**src/rtl/hilo_pkg.sv**
```systemverilog
// hilo_pkg: op encodings, default width and divider FSM states shared by the HI/LO unit
package hilo_pkg;
   localparam int W_DEF = 32;
   typedef enum logic [2:0] {
      OP_NOP   = 3'd0,
      OP_MULT  = 3'd1,
      OP_MULTU = 3'd2,
      OP_DIV   = 3'd3,
      OP_DIVU  = 3'd4,
      OP_MTHI  = 3'd5,
      OP_MTLO  = 3'd6
   } op_e;
   typedef logic [1:0] state_t;
   localparam state_t IDLE = 2'd0;
   localparam state_t RUN  = 2'd1;
   localparam state_t FIX  = 2'd2;
endpackage

```
**src/rtl/hilo_if.sv**
```systemverilog
// hilo_if: CPU-side request, read and handshake bus of the HI/LO unit
interface hilo_if import hilo_pkg::*; #(parameter int W = W_DEF);
   logic         start;
   logic [2:0]   op;
   logic [W-1:0] busA;
   logic [W-1:0] busB;
   logic         rd_en;
   logic         rd_hi;
   logic [W-1:0] rd_data;
   logic         busy;
   logic         stall;
   logic         done;
   modport master (output start, op, busA, busB, rd_en, rd_hi, input rd_data, busy, stall, done);
   modport slave  (input start, op, busA, busB, rd_en, rd_hi, output rd_data, busy, stall, done);
endinterface

```
**src/rtl/div_iter.sv**
```systemverilog
// div_iter: unsigned restoring divider, one quotient bit per cycle after load
module div_iter #(
   parameter int W = 32,
   parameter int N = W
) (
   input  logic         clk,
   input  logic         rst,
   input  logic         load,
   input  logic [W-1:0] dividend,
   input  logic [W-1:0] divisor,
   output logic [W-1:0] quotient,
   output logic [W-1:0] remainder,
   output logic         valid
);
   localparam int CW = $clog2(N + 1);
   localparam logic [CW-1:0] ONE = CW'(1);
   logic [CW-1:0] cnt;
   logic [W-1:0]  d;
   logic [W:0]    shifted, trial;
   logic          active, fits;
   // quotient doubles as the dividend shift register; divisor 0 yields all-ones and remainder = dividend
   assign shifted = {remainder, quotient[W-1]};
   assign trial = shifted - {1'b0, d};
   assign fits = ~trial[W];
   assign valid = active && cnt == ONE;
   always_ff @(posedge clk) begin
      if (rst) begin
         active <= 1'b0;
         cnt <= '0;
         d <= '0;
         quotient <= '0;
         remainder <= '0;
      end else if (load) begin
         active <= 1'b1;
         cnt <= CW'(N);
         d <= divisor;
         quotient <= dividend;
         remainder <= '0;
      end else if (active) begin
         remainder <= fits ? trial[W-1:0] : shifted[W-1:0];
         quotient <= {quotient[W-2:0], fits};
         cnt <= cnt - ONE;
         active <= ~valid;
      end
   end
endmodule

```
**src/rtl/hilo_unit.sv**
```systemverilog
// hilo_unit: HI/LO register pair with one-cycle multiply, iterative divide and MFHI/MFLO reads
module hilo_unit import hilo_pkg::*; #(
   parameter int W = W_DEF,
   parameter int DIV_CYCLES = W
) (
   input logic   clk,
   input logic   rst,
   hilo_if.slave bus
);
   state_t         state;
   logic [W-1:0]   hi, lo, mag_a, mag_b, quo, rem;
   logic [2*W-1:0] prod;
   logic           busy, done, acc, sx, go_div, last, neg_q, neg_r, dz;
   assign busy = state != IDLE;
   assign acc = bus.start & ~busy;
   assign sx = bus.op == OP_MULT || bus.op == OP_DIV;
   assign go_div = acc && (bus.op == OP_DIV || bus.op == OP_DIVU);
   assign mag_a = (sx && bus.busA[W-1]) ? -bus.busA : bus.busA;
   assign mag_b = (sx && bus.busB[W-1]) ? -bus.busB : bus.busB;
   // low 2W bits of the extended operands give the signed or unsigned product alike
   assign prod = {{W{sx & bus.busA[W-1]}}, bus.busA} * {{W{sx & bus.busB[W-1]}}, bus.busB};
   assign bus.busy = busy;
   assign bus.done = done;
   assign bus.stall = busy & (bus.rd_en | bus.start);
   assign bus.rd_data = bus.rd_hi ? hi : lo;
   div_iter #(.W(W), .N(DIV_CYCLES)) u_div (
      .clk(clk),
      .rst(rst),
      .load(go_div),
      .dividend(mag_a),
      .divisor(mag_b),
      .quotient(quo),
      .remainder(rem),
      .valid(last)
   );
   always_ff @(posedge clk) begin
      if (rst) begin
         state <= IDLE;
         hi <= '0;
         lo <= '0;
         neg_q <= 1'b0;
         neg_r <= 1'b0;
         dz <= 1'b0;
         done <= 1'b0;
      end else begin
         done <= state == FIX;
         state <= go_div ? RUN : (state == RUN && last) ? FIX : (state == FIX) ? IDLE : state;
         if (acc && (bus.op == OP_MULT || bus.op == OP_MULTU)) {hi, lo} <= prod;
         if (acc && bus.op == OP_MTHI) hi <= bus.busA;
         if (acc && bus.op == OP_MTLO) lo <= bus.busA;
         if (go_div) begin
            neg_q <= sx & (bus.busA[W-1] ^ bus.busB[W-1]);
            neg_r <= sx & bus.busA[W-1];
            dz <= bus.busB == '0;
         end
         // a zero divisor leaves rem = |busA|, so the remainder sign fix already restores busA into HI
         if (state == FIX) begin
            lo <= dz ? '1 : neg_q ? -quo : quo;
            hi <= neg_r ? -rem : rem;
         end
      end
   end
endmodule

```
**src/flat_wrapper.sv**
```systemverilog
// flat-port wrapper written by rule: the top's interface ports become plain ports
module hilo_unit_flat import hilo_pkg::*;
#(
   parameter int W = W_DEF,
   parameter int DIV_CYCLES = W
)
  (clk, rst, bus_start, bus_op, bus_busA, bus_busB, bus_rd_en, bus_rd_hi, bus_rd_data, bus_busy, bus_stall, bus_done);
  hilo_if #(.W(W)) bus_i ();
  input logic clk;
  input logic rst;
  input wire logic [$bits(bus_i.start)-1:0] bus_start;
  input wire logic [$bits(bus_i.op)-1:0] bus_op;
  input wire logic [$bits(bus_i.busA)-1:0] bus_busA;
  input wire logic [$bits(bus_i.busB)-1:0] bus_busB;
  input wire logic [$bits(bus_i.rd_en)-1:0] bus_rd_en;
  input wire logic [$bits(bus_i.rd_hi)-1:0] bus_rd_hi;
  output wire logic [$bits(bus_i.rd_data)-1:0] bus_rd_data;
  output wire logic [$bits(bus_i.busy)-1:0] bus_busy;
  output wire logic [$bits(bus_i.stall)-1:0] bus_stall;
  output wire logic [$bits(bus_i.done)-1:0] bus_done;
  assign bus_i.start = bus_start;
  assign bus_i.op = bus_op;
  assign bus_i.busA = bus_busA;
  assign bus_i.busB = bus_busB;
  assign bus_i.rd_en = bus_rd_en;
  assign bus_i.rd_hi = bus_rd_hi;
  assign bus_rd_data = bus_i.rd_data;
  assign bus_busy = bus_i.busy;
  assign bus_stall = bus_i.stall;
  assign bus_done = bus_i.done;
  hilo_unit #(.W(W), .DIV_CYCLES(DIV_CYCLES)) u_core (.clk(clk), .rst(rst), .bus(bus_i));
endmodule
```
**config.mk**
```make
export PLATFORM = sky130hd
export DESIGN_NAME = hilo_unit_flat
export DESIGN_NICKNAME = d
export VERILOG_FILES = /design/src/rtl/hilo_pkg.sv /design/src/rtl/hilo_if.sv /design/src/rtl/div_iter.sv /design/src/rtl/hilo_unit.sv /design/src/flat_wrapper.sv
export SDC_FILE = /design/constraint.sdc
export NUM_CORES = 2
export LEC_CHECK = 0
export ABC_AREA = 1
export CELL_PAD_IN_SITES_DETAIL_PLACEMENT = 1
export CELL_PAD_IN_SITES_GLOBAL_PLACEMENT = 1
export CORE_ASPECT_RATIO = 1.25
export CORE_MARGIN = 2
export CORE_UTILIZATION = 45
export CTS_BUF_LIST = sky130_fd_sc_hd__clkbuf_4 sky130_fd_sc_hd__clkbuf_8
export CTS_CLUSTER_SIZE = 8
export DETAILED_ROUTE_END_ITERATION = 16
export PLACE_DENSITY = 0.8
export SLEW_MARGIN = 20
export SYNTH_ARGS = -nofsm -noshare
export SYNTH_HDL_FRONTEND = slang
export SYNTH_SLANG_ARGS = --single-unit
```
**constraint.sdc**
```tcl
create_clock -name clk -period 22.2 [get_ports clk]
set_input_delay 6.66 -clock clk [delete_from_list [all_inputs] [get_ports clk]]
set_output_delay 6.66 -clock clk [all_outputs]
set_load 0.1 [all_outputs]
```
==> run_results.csv <==
group,metric,value,unit
yosys,ys_async_sr_fraction,0,%
run_status,outcome,"complete, no violations",
yosys,synth_area_leader_cell,"fa_1",
routing,dr.pass1.iters,5,
sta,relSlewSlack,17.9,%
finish,final_cell_mix,"nand2_1 (2,029), inv_1 (1,917), fa_1 (1,126)",
routing,drc,0,
yosys,synth_area,54100,um^2
min_path,hold_depth,2,
sta,tightest_slew,1.23,ns
clock_network,clk_pin_slew,0.11,ns
yosys,ys_seq_area_share,6.40,%
floorplan,die_w,314,um
critical_path,crit_family,"adder cells",
clock_network,cts.sinks,173,
critical_path,crit_path_top_delay_cell,"fa_1",
sta,final.setup.worst_slack,6.88,ns
clock_network,cts_buffers,17,
critical_path,critPathKind,"primary input to register",
sta,maxSlewViolCount,0,
grt,grt_max_degree,78,
yosys,yosysTopAreaCellShare,41.6,%
clock_network,clock-root-buffer,"clkbuf_8",
finish,nFillCells,15300,
critical_path,worstSetupEndpointType,"register",
floorplan,ios,107,
routing,antenna_left,0,
sta,hold_viol,0,
sta,finalSetupTns,0,ns
sta,rsz0062_at_grt,"no",
floorplan,fp.dieH,392,um
finish,nNetsFinal,8823,
critical_path,crit_cells,29,
clock_network,holdBufCountCts,0,
critical_path,critPathMaxFanout,32,
yosys,synth_edf_count,0,
yosys,syn-num-nets,8974,
finish,layout-drive-gt1-share,3.36,%
floorplan,initial_utilization,45.3,%
yosys,synth.avg_cell_area,7.20,um^2
sta,fmax,65.3,MHz
floorplan,core,120000,um^2
job,cap_violations,0,
clock_network,cts_tree,"built",
grt,track_usage,35.2,%
clock_network,clk_path_buf_depth,2,
grt,grt_pass1_vias,55100,
critical_path,path_common_cell,"fa_1",
yosys,ys_types,53,
sta,fin_worst_skew,0.0330,ns
finish,layout_commonest_cell,"nand2_1",
critical_path,cp.buffers_inverters,9,
yosys,synth_area_leaders,"fa_1 (42%), nand2_1 (14%), inv_1 (13%)",
clock_network,clkLatencyLatePin,0.59,ns
placed_design,place_area,56200,um^2
routing,wirelength,212,mm
grt,grt_overflow,0,
yosys,netlist_instances,7525,
clock_network,cts_resized,0,
finish,syn2layout_area_growth,4.54,%
sta,setup_viol,0,
grt,antenna_found_initial,18,
routing,drt-vias-per-instance,5.48,
yosys,synth_top_flop_cell,"dfxtp_1",
placed_design,preCtsSetupSlack,6.00,ns
placed_design,gp_congestion,1.01,
min_path,hp-class,"register to register",
floorplan,die_area,123000,um^2
critical_path,worst-r2r-cell-count,13,
yosys,synth-seq-cells,173,
finish,fin_area,56600,um^2
sta,period_minus_slack,15.32,ns
sta,period_share,69.0,%
critical_path,start_kind,"primary input",
grt,grt_pass1_wl,325,mm
clock_network,post_cts_buffers,0,
critical_path,cpPeakStageDelay,0.89,ns
clock_network,htreeDepth,4,
yosys,yosysWarnings,0,
routing,drt_iter0_drc,3029,
routing,wl_per_cell,23.6,um
placed_design,port_buffers,106,
floorplan,fp-row-count,142,
sta,whs,0.489,ns
routing,vias,49300,
placed_design,dp_hpwl,173,mm
critical_path,ff2ff_setup_slack,17.82,ns
critical_path,crit_required,22.67,ns
critical_path,critPathArrivalTime,15.79,ns
==> synth_stat cells, types with 30 or more instances <==
cell / instances
nor2_1: 398
buf_1: 89
xor2_1: 49
dfxtp_1: 173
nand2_1: 2030
clkbuf_1: 239
nand4_1: 59
o21ai_0: 276
mux2_2: 30
buf_2: 30
nand3_1: 262
ha_1: 251
fa_1: 1126
a21oi_1: 353
inv_1: 1920
nor3_1: 43
==> kinds of logic after synthesis <==
group,count (synthesis),synth area share (%)
and+or+nand+nor,2864,21.3
buffers and inverters,2293,16.0
adders and majority gates,1377,47.4
AOI/OAI and AO/OA,713,6.95
DFF,173,6.40
xor gates and xnor gates,75,1.21
muxes,30,0.624
==> cell type report <==
cell class                      count  area (um^2)  area share (%)
Timing Repair Buffer              194         1480            2.61
Multi-Input combinational cell   5059        42000            74.2
Clock inverter                     15          163           0.287
Inverter                         1929         7240            12.8
Tap cell                         1584         1980            3.50
Sequential cell                   173         3460            6.12
Clock buffer                       17          234           0.413
Antenna cell                       13         32.5          0.0575
==> worst register-to-register path, delay by kind of cell, from the launching register on <==
kind,cells,cell delay (ns)
buf+inv,6,1.93
simple gates,5,1.19
flops,1,0.38
compound gates,2,0.74
==> registers in the layout, summed over array words and instances (netlist names) <==
name,cells
u_core.hi,32
u_core.lo,32
u_core.u_div.d,32
u_core.u_div.quotient,32
u_core.u_div.remainder,32
u_core.u_div.cnt,6
u_core.state,2
u_core.bus.done,1
u_core.dz,1
u_core.neg_q,1
u_core.neg_r,1
u_core.u_div.active,1
==> metrics by stage <==
step	cells	utilization, %
floorplan	7525	-
global placement	8939	47.0
detailed placement	8939	47.0
CTS	8971	47.3
global route	8979	47.3
finish	8984	47.3
==> final timing paths <==
kind / endpoint / startpoint
worst max-delay path: u_core.hi[28] / bus_op[2]
worst min-delay path: u_core.lo[22] / u_core.lo[22]
worst min register to register: u_core.lo[22] / u_core.lo[22]
worst max register to register: u_core.hi[7] / u_core.state[0]
==> routing by layer <==
layer	routed length [um]	global-route usage [%]	vias up
met1	79100	40.1	25400
met2	109000	63.5	1620
met5	57	0	-
li1	-	-	21600
met4	14300	19.7	8
met3	10400	4.31	635
Power is left out: the tool's default activity adds up to more than one toggle a clock period on the data nets, which glitch-free logic cannot reach.
